$ cat src/rtl/log_motion_pkg.sv
// Shared constants, lane speed table and FSM state type for the river-log motion block.
package log_motion_pkg;

  localparam int NUM_LANES     = 5;
  localparam int LOGS_PER_LANE = 3;
  localparam int NUM_OF_LOGS   = NUM_LANES * LOGS_PER_LANE;
  localparam int SCREEN_W      = 640;
  localparam int LOG_W         = 40;
  localparam int WRAP_W        = SCREEN_W + LOG_W;
  localparam int LANE_Y0       = 80;
  localparam int LANE_PITCH    = 32;
  localparam int LANE_STAGGER  = 48;
  localparam int FRAC_BITS     = 4;
  localparam int POS_W         = 11 + FRAC_BITS;
  localparam int WRAPQ         = WRAP_W << FRAC_BITS;

  // Base speed per lane in 1/16 pixel per frame.
  localparam logic [7:0] BASE_SPEED [NUM_LANES] = '{8'd16, 8'd24, 8'd12, 8'd20, 8'd32};

  typedef enum logic [1:0] {
    S_IDLE = 2'd0,
    S_LOAD = 2'd1,
    S_STEP = 2'd2,
    S_DONE = 2'd3
  } state_t;

  function automatic logic [2:0] lane_of(input logic [3:0] idx);
    return 3'(idx / 4'(LOGS_PER_LANE));
  endfunction

  function automatic logic [POS_W-1:0] init_pos(input int i);
    int x;
    x = (i % LOGS_PER_LANE) * (WRAP_W / LOGS_PER_LANE) + (i / LOGS_PER_LANE) * LANE_STAGGER;
    return POS_W'(x << FRAC_BITS);
  endfunction

endpackage

$ cat src/rtl/log_motion_ctrl_log_step_unit.sv
// Combinational wrap-around add/subtract of one position accumulator by one step.
import log_motion_pkg::*;

module log_step_unit (
  input  logic [POS_W-1:0] pos,
  input  logic [8:0]       step,
  input  logic             dir_left,
  output logic [POS_W-1:0] pos_next
);

  logic [POS_W:0] sum;
  logic [POS_W:0] wrap_q;

  assign wrap_q = (POS_W+1)'(WRAPQ);

  always_comb begin
    sum = '0;
    if (dir_left) begin
      if ({1'b0, pos} < (POS_W+1)'(step))
        sum = {1'b0, pos} + wrap_q - (POS_W+1)'(step);
      else
        sum = {1'b0, pos} - (POS_W+1)'(step);
    end else begin
      sum = {1'b0, pos} + (POS_W+1)'(step);
      if (sum >= wrap_q)
        sum = sum - wrap_q;
    end
    pos_next = sum[POS_W-1:0];
  end

endmodule

$ cat src/rtl/log_motion_ctrl.sv
// River-log position owner: one shared step unit swept over all logs once per frame.
import log_motion_pkg::*;

module log_motion_ctrl (
  input  logic        CLK,
  input  logic        RESETn,
  input  logic        startOfFrame,
  input  logic        enable,
  input  logic        restart,
  input  logic [2:0]  level,
  output logic [10:0] ObjectStartX [NUM_OF_LOGS],
  output logic [10:0] ObjectStartY [NUM_OF_LOGS],
  output logic        busy,
  output logic        update_done,
  output logic        frame_overrun,
  output logic [1:0]  state_dbg
);

  state_t            state, state_next;
  logic [3:0]        idx;
  logic [2:0]        lvl;
  logic [POS_W-1:0]  pos [NUM_OF_LOGS];
  logic [2:0]        lane;
  logic [8:0]        step;
  logic [POS_W-1:0]  step_next;
  logic              load_all;
  logic              frame_req;
  logic              late_frame;

  // Nine bits so lane 4 at level 7 (32*8 = 256) does not alias to zero.
  assign lane       = lane_of(idx);
  assign step       = 9'(BASE_SPEED[lane]) * (9'(lvl) + 9'd1);
  assign frame_req  = startOfFrame && enable && !restart;
  assign late_frame = frame_req && (state == S_STEP || state == S_DONE);
  assign load_all   = (state_next == S_LOAD);

  log_step_unit u_step (
    .pos      (pos[idx]),
    .step     (step),
    .dir_left (lane[0]),
    .pos_next (step_next)
  );

  always_comb begin
    state_next = state;
    if (restart) begin
      state_next = S_LOAD;
    end else begin
      case (state)
        S_IDLE:  if (startOfFrame && enable) state_next = S_STEP;
        S_LOAD:  state_next = S_IDLE;
        S_STEP:  if (idx == 4'(NUM_OF_LOGS-1)) state_next = S_DONE;
        S_DONE:  state_next = S_IDLE;
        default: state_next = S_IDLE;
      endcase
    end
  end

  always_ff @(posedge CLK or negedge RESETn) begin
    if (!RESETn) begin
      state         <= S_IDLE;
      idx           <= '0;
      lvl           <= '0;
      frame_overrun <= 1'b0;
    end else begin
      state <= state_next;
      if (state == S_IDLE && state_next == S_STEP) begin
        idx <= '0;
        lvl <= level;
      end else if (state == S_STEP) begin
        idx <= idx + 4'd1;
      end
      if (load_all)
        frame_overrun <= 1'b0;
      else if (late_frame)
        frame_overrun <= 1'b1;
    end
  end

  // Restart reloads on the edge that enters LOAD, overwriting any partial sweep.
  always_ff @(posedge CLK or negedge RESETn) begin
    if (!RESETn) begin
      for (int i = 0; i < NUM_OF_LOGS; i++)
        pos[i] <= init_pos(i);
    end else begin
      for (int i = 0; i < NUM_OF_LOGS; i++) begin
        if (load_all)
          pos[i] <= init_pos(i);
        else if (state == S_STEP && idx == 4'(i))
          pos[i] <= step_next;
      end
    end
  end

  genvar g;
  generate
    for (g = 0; g < NUM_OF_LOGS; g++) begin : g_out
      assign ObjectStartX[g] = pos[g][POS_W-1:FRAC_BITS];
      assign ObjectStartY[g] = 11'(LANE_Y0 + (g / LOGS_PER_LANE) * LANE_PITCH);
    end
  endgenerate

  assign busy        = (state != S_IDLE);
  assign update_done = (state == S_DONE);
  assign state_dbg   = state;

endmodule

$ cat config.mk
export PLATFORM = sky130hd
export DESIGN_NAME = log_motion_ctrl
export DESIGN_NICKNAME = d
export VERILOG_FILES = /design/src/rtl/log_motion_pkg.sv /design/src/rtl/log_motion_ctrl_log_step_unit.sv /design/src/rtl/log_motion_ctrl.sv
export SDC_FILE = /design/constraint.sdc
export NUM_CORES = 1
export LEC_CHECK = 0
export CORE_ASPECT_RATIO = 1.25
export CORE_MARGIN = 2
export CORE_UTILIZATION = 35
export CTS_BUF_LIST = sky130_fd_sc_hd__clkbuf_16
export CTS_CLUSTER_DIAMETER = 50
export DETAILED_ROUTE_END_ITERATION = 10
export DONT_BUFFER_PORTS = 1
export MAX_ROUTING_LAYER = met4
export PLACE_DENSITY = 0.5
export SYNTH_ARGS = -nofsm -noshare
export SYNTH_HDL_FRONTEND = slang
export SYNTH_SLANG_ARGS = --single-unit
$ cat constraint.sdc
create_clock -name CLK -period 20.3 [get_ports CLK]
set_input_delay 4.06 -clock CLK [delete_from_list [all_inputs] [get_ports CLK]]
set_output_delay 4.06 -clock CLK [all_outputs]
set_load 0.02 [all_outputs]
Yosys cells after proc, flatten, opt, wreduce, memory -nomap -nowiden

Memories as Yosys holds them, arrays and structs flattened.
Cells that the tools add are included.

$add $sub $neg: 7
Multipliers: 1
Divide/modulo/power cells: 1
Magnitude comparators: 4
Eq/ne operators: 19
Multiplexer cells: 46
Bitwise operators: 2
Reductions and logical operators: 42

Operators with widths:

| operator                                                             | count |
|---|---|
| two-way mux 15 bit                                                   | 35 |
| binary-select mux 15 bit (select 4 bit)                              | 1 |
| nonzero test 2 bit                                                   | 18 |
| subtractor 15 x 9 -> 15 bit                                          | 2 |
| equality test 4 bit (second input constant)                          | 7 |
| logical AND 1 bit                                                    | 19 |
| adder 15 x 9 -> 16 bit                                               | 1 |
| equality test 4 x 3 -> 1 bit (second input constant)                 | 4 |
| greater-or-equal comparator 16 x 14 -> 1 bit (second input constant) | 1 |
| two-way mux 8 bit                                                    | 2 |
| adder 15 x 14 -> 15 bit (second input constant)                      | 1 |
| less-than comparator 15 x 9 -> 1 bit                                 | 1 |
| subtractor 15 x 14 -> 15 bit (second input constant)                 | 1 |
| multiplier 8 x 4 -> 9 bit                                            | 1 |
| equality test 4 x 2 -> 1 bit (second input constant)                 | 2 |
| two-way mux 4 bit                                                    | 2 |
| equality test 2 bit (second input constant)                          | 3 |
| two-way mux 2 bit                                                    | 3 |
| case mux 2 bit (3 select lines)                                      | 1 |
| greater-or-equal comparator 5 bit (second input constant)            | 1 |
| inverter 4 -> 5 bit                                                  | 1 |
| adder 3 x 1 -> 4 bit (second input constant)                         | 1 |
| adder 4 x 1 -> 4 bit (second input constant)                         | 1 |
| divider 4 x 2 -> 4 bit (second input constant)                       | 1 |
| other kinds (10)                                                     | 12 |

Bits in registers: 235
ROM bits: 64
Input port bits: 8
Output and inout bits: 335
Word-level logic and storage cells: 142
Memories: 1

Memories:

| memory          | depth | bits a word | rd ports | clocked after Yosys merged registers in | write ports | RTL line              | RTL |
|---|---|---|---|---|---|---|---|
| (no name shown) | 8     | 8           | 1        | 0                                       | 0           | log_motion_ctrl.sv:32 | `assign step = 9'(BASE_SPEED[lane]) * (9'(lvl) + 9'd1);` |

Depth between registers and ports, before layout

Depth in word-level cells: 12
Mapped depth: 38
Depth with buffers taken out: 32

Hierarchy

Synthesis repeated with hierarchy kept, for this count alone.

Cell total of the unflattened synthesis: 1972
Area, all modules: 17113.9 um2

By module, submodules not included:

| module          | instances | cells each | area each (um2) | seq. area each (um2) |
|---|---|---|---|---|
| log_motion_ctrl | 1         | 1636       | 14641.5         | 5939.4 |
| log_step_unit   | 1         | 336        | 2472.4          | 0.0 |

Least setup slack after synthesis

No wires, ideal clock.

Kind: register to register
Start: reg idx[3]
End: reg pos (netlist bit ObjectStartX[102])
Library setup time: 0.141 ns
Arrival time: 8.362 ns
Slack: 11.797 ns
Cell stages (with the launch flop): 37
Path buffers: 8
Clock period less this slack: 8.503 ns
Cells stage by stage: dfrtp_1 clkbuf_1 clkbuf_1 clkbuf_1 nor2b_1 clkbuf_1 inv_1 ha_1 nand2b_1 a2bb2oi_1 nor2_1 o2bb2ai_1 inv_1 clkbuf_1 clkbuf_1 ha_1 or3_1 fa_1 inv_1 fa_1 fa_1 a21o_1 a21oi_1 xor2_1 ha_1 clkbuf_1 clkinv_1 and3_1 a2111oi_0 nand3_1 nand3_1 a31oi_2 o21ai_1 a21oi_1 a211oi_2 buf_2 a211oi_1

Word-level cells in the longest chain between the ends: 12

RTL lines:

| item                                                                                                | RTL line                                                                 | RTL |
|---|---|---|
| from (decl)                                                                                         | log_motion_ctrl.sv:20                                                    | `logic [3:0] idx;` |
| from (signal assigned)                                                                              | log_motion_ctrl.sv:71                                                    | `idx <= idx + 4'd1;` |
| divider 4 x 2 -> 4 bit                                                                              | log_motion_pkg.sv:28                                                     | `return 3'(idx / 4'(LOGS_PER_LANE));` |
| inverter 3 -> 4 bit (not written as such)                                                           | log_motion_ctrl.sv:32                                                    |  |
| memory (8 x 8 bit)                                                                                  | n/a                                                                      |  |
| two-way mux 8 bit (not written as such) (2 in series)                                               | log_motion_ctrl.sv:32                                                    |  |
| multiplier 8 x 4 -> 9 bit                                                                           | log_motion_ctrl.sv:32                                                    |  |
| adder 15 x 9 -> 16 bit                                                                              | log_motion_ctrl_log_step_unit.sv:24                                      | `sum = {1'b0, pos} + (POS_W+1)'(step);` |
| subtractor 15 x 14 -> 15 bit / greater-or-equal comparator 16 x 14 -> 1 bit (equally long branches) | log_motion_ctrl_log_step_unit.sv:26, log_motion_ctrl_log_step_unit.sv:25 |  |
| two-way mux 15 bit                                                                                  | log_motion_ctrl_log_step_unit.sv:25                                      | `if (sum >= wrap_q)` |
| two-way mux 15 bit                                                                                  | log_motion_ctrl_log_step_unit.sv:18                                      | `if (dir_left) begin` |
| two-way mux 15 bit                                                                                  | log_motion_ctrl.sv:89                                                    | `else if (state == S_STEP && idx == 4'(i))` |
| two-way mux 15 bit                                                                                  | log_motion_ctrl.sv:87                                                    | `if (load_all)` |
| to (signal, indexed assignment)                                                                     | log_motion_ctrl.sv:84                                                    | `pos[i] <= init_pos(i);` |
| to (signal, indexed assignment)                                                                     | log_motion_ctrl.sv:88                                                    | `pos[i] <= init_pos(i);` |
| to (signal, indexed assignment)                                                                     | log_motion_ctrl.sv:90                                                    | `pos[i] <= step_next;` |
| to (decl)                                                                                           | log_motion_ctrl.sv:22                                                    | `logic [POS_W-1:0] pos [NUM_OF_LOGS];` |

Parallel ways exist; a longest one is shown, timed or not. The select of a mux whose other input is x is not followed.
A chain may end at the register's enable or synchronous reset.

Final worst setup path

Start: reg idx[2]
End: reg pos (netlist bit ObjectStartX[60])

Same word-level chain as after synthesis.

==> results.sh <==
export IMPL_area_growth_pct=-4.00
export IMPL_die_h_um=244
export IMPL_finalSetupTns_ps=0
export IMPL_fillers=4597
export IMPL_cp_end_kind="register"
export IMPL_vias_per_cell=5.47
export IMPL_path_max_fanout=26
export IMPL_ctsResizeCount=0
export IMPL_routabilityCongestion=0.883
export IMPL_grt_overflow_total=0
export IMPL_grt_pass1_vias=10900
export IMPL_wirelength_um=51400
export IMPL_cts_made_buffers=26
export IMPL_power_switching_w=0.000869
export IMPL_maxSlewHeadroom_pct=15.2
export IMPL_grt_max_degree=255
export IMPL_reg2reg_from="idx[2]"
export IMPL_cts_setup_buffers=0
export IMPL_holdPathStages=2
export IMPL_final_cell_mix="dfrtp_1 (171), conb_1 (165), nor2_1 (144)"
export IMPL_ys_seq_area_share_pct=34.6
export IMPL_grt_pass1_wl_um=76400
export IMPL_pwr_share_seq_pct=25.2
export IMPL_antenna_cells=0
export IMPL_start_kind="register"
export IMPL_cts_max_level=1
export IMPL_final_max_slew_viol_count=0
export IMPL_startpoint="idx[2]"
export IMPL_hold_viol_final=0
export IMPL_grtUsageTotal_pct=21.8
export IMPL_p_leak_nw=6.36
export IMPL_syn_inst=1733
export IMPL_die_area_sq_mm=0.0476
export IMPL_synth_flop_cell="dfrtp_1"
export IMPL_crit_arrival_ps=9730
export IMPL_rr_endpoint="ObjectStartX[60]"
export IMPL_cts_tree="built"
export IMPL_fin_crit_ps=9340
export IMPL_status="completed"
export IMPL_stdcell_area_sq_mm=0.0154
export IMPL_cap_violations=0
export IMPL_netlist_area_sq_mm=0.0161
export IMPL_synth_seq_cells=220
export IMPL_die_width_um=196
export IMPL_drive_gt1_share_pct=14.5
export IMPL_multi_input_area_sq_mm=0.00798
export IMPL_synth_warnings=0
export IMPL_ios=343
export IMPL_rows=87
export IMPL_vias=11500
export IMPL_fin_nets=1569
export IMPL_synthArstFlopShare_pct=100
export IMPL_clkTransAtPathRegs_ps=60
export IMPL_tightest_slew_ps=1270
export IMPL_place_area_sq_mm=0.0146
export IMPL_p_int_w=0.000990
export IMPL_hpwlAfterDp_um=36200
export IMPL_p_comb_share_pct=49.6
export IMPL_ctsHoldBuffers=0
export IMPL_insertion_delay_ps=550
export IMPL_io_buffers=0
export IMPL_p_per_area_mw_per_mm2=120
export IMPL_min_from="pos[167]"
export IMPL_rsz0062_at_grt="false"
export IMPL_synth_edf_count=0
export IMPL_reg2reg_depth=31
export IMPL_drc_errors=0
export IMPL_drtAntennaViolNets=0
export IMPL_path_class="reg2reg"
export IMPL_finalCritPeriodShare_pct=46.0
export IMPL_wire_per_inst_um=24.5
export IMPL_min_path_type="reg2reg"
export IMPL_clkSinkCount=220
export IMPL_worstHoldEndpoint="pos[167]"
export IMPL_fmax_mhz=107
export IMPL_max_stage_delay_ps=930
export IMPL_drt_iter0_drc=967
export IMPL_start_util_pct=35.6
export IMPL_reg2reg_slack_ps=10960
export IMPL_syn_area_per_cell_sq_um=9.27
export IMPL_required_ps=20690
export IMPL_fp_coreArea_sq_mm=0.0452
export IMPL_layout_commonest_cell="dfrtp_1"
export IMPL_p_sw_share_pct=46.8
export IMPL_synth_cell_type_count=89
export IMPL_clkPwrFrac_pct=25.2
export IMPL_cpMaxStageDelayCell="a211oi_2"
export IMPL_ir_drop_uv=61.1
export IMPL_clock_skew_ps=11.3
export IMPL_antenna_found_initial=1
export IMPL_cts_root_buf="clkbuf_16"
export IMPL_setup_viol=0
export IMPL_cts_buffer_depth=3
export IMPL_drt_pre_antenna_iters=5
export IMPL_regArea_sq_mm=0.00557
==> cells in the mapped netlist (31+ instances only) <==
cell type	instances	share of area (%)
a211oi_1	52	2.4
a21oi_1	113	3.5
buf_4	333	16
clkbuf_1	89	2.1
dfrtp_1	173	27
dfstp_2	47	7.7
ha_1	53	4.1
inv_1	36	0.84
mux4_2	31	4.3
nand2_1	120	2.8
nand3_1	42	1.3
nand3b_1	62	2.9
nor2_1	145	3.4
nor3_1	32	1.0
o21ai_0	50	1.6
==> worst max-delay path: cells and delay by family, from the launching register on <==
kind,cells,cell delay [ps]
adders and majority gates,7,2690
AOI/OAI and AO/OA,9,2440
and+or+nand+nor,6,1570
buffers and inverters,7,1320
DFF,1,640
xor gates and xnor gates,1,290
muxes,1,210
==> kinds of logic (layout without fill, tap and decap cells) <==
kind of cell	Yosys count	in the layout	share of synthesized area, %
adder cells (fa/ha/maj)	64	64	5.50
AND/OR/NAND/NOR	455	455	13.9
multiplexers	75	75	7.22
other	2	165	0.0467
AO/OA/AOI/OAI	401	401	17.5
XOR/XNOR	27	27	1.52
buffers and inverters	489	110	19.8
flip-flops	220	220	34.6
==> power by group through the flow <==
| stage | registers (W) | logic [W] | clock network, W |
|---|---|---|---|
| CTS | 0.000468 | 0.000917 | 0.000477 |
| finish | 0.000469 | 0.000922 | 0.000468 |
| global placement | 0.000476 | 0.000922 | 0 |
| detailed placement | 0.000476 | 0.000913 | 0 |
| global route | 0.000470 | 0.000994 | 0.000494 |
| floorplan | 0.000456 | 0.000703 | 0 |
==> how the worst max path moves through the flow <==
stage,to,slack [ps]
floorplan,ObjectStartX[102],11800
CTS,ObjectStartX[60],10980
detailed placement,ObjectStartX[60],11010
global route,ObjectStartX[60],10190
global placement,ObjectStartX[60],11240
finish,ObjectStartX[60],10960
==> metal layers <==
metal	track usage, %	up-vias	routed length, um
met1	26.9	5798	21100
li1	-	5129	-
met2	36.0	467	25200
met4	5.90	0	1200
met5	-	-	0
met3	5.01	58	3910
==> layout make-up <==
type	count	share of cell area, %
Tap cell	578	4.69
Timing Repair Buffer	22	1.07
Inverter	40	0.982
Clock buffer	27	4.38
Sequential cell	220	36.1
Clock inverter	21	1.03
Multi-Input combinational cell	1187	51.7
==> state kept, by name, summed over array words and instances, names as in the netlist <==
name,count
ObjectStartX,165
frame_overrun,1
idx,4
lvl,3
pos,45
state_dbg,2
==> per-stage QoR <==
stage / total power [W] / instances / worst slack (ps) / hold slack (ps) / utilization (%)
floorplan: 0.00116 / 1896 / 11800 / 470 / -
finish: 0.00186 / 2095 / 10960 / 514 / 34.1
global placement: 0.00140 / 2047 / 11240 / 493 / 32.3
global route: 0.00196 / 2095 / 10190 / 538 / 34.1
detailed placement: 0.00139 / 2047 / 11010 / 499 / 32.3
CTS: 0.00186 / 2095 / 10980 / 515 / 34.1
Note: power is estimated with default switching activity, not from simulation.
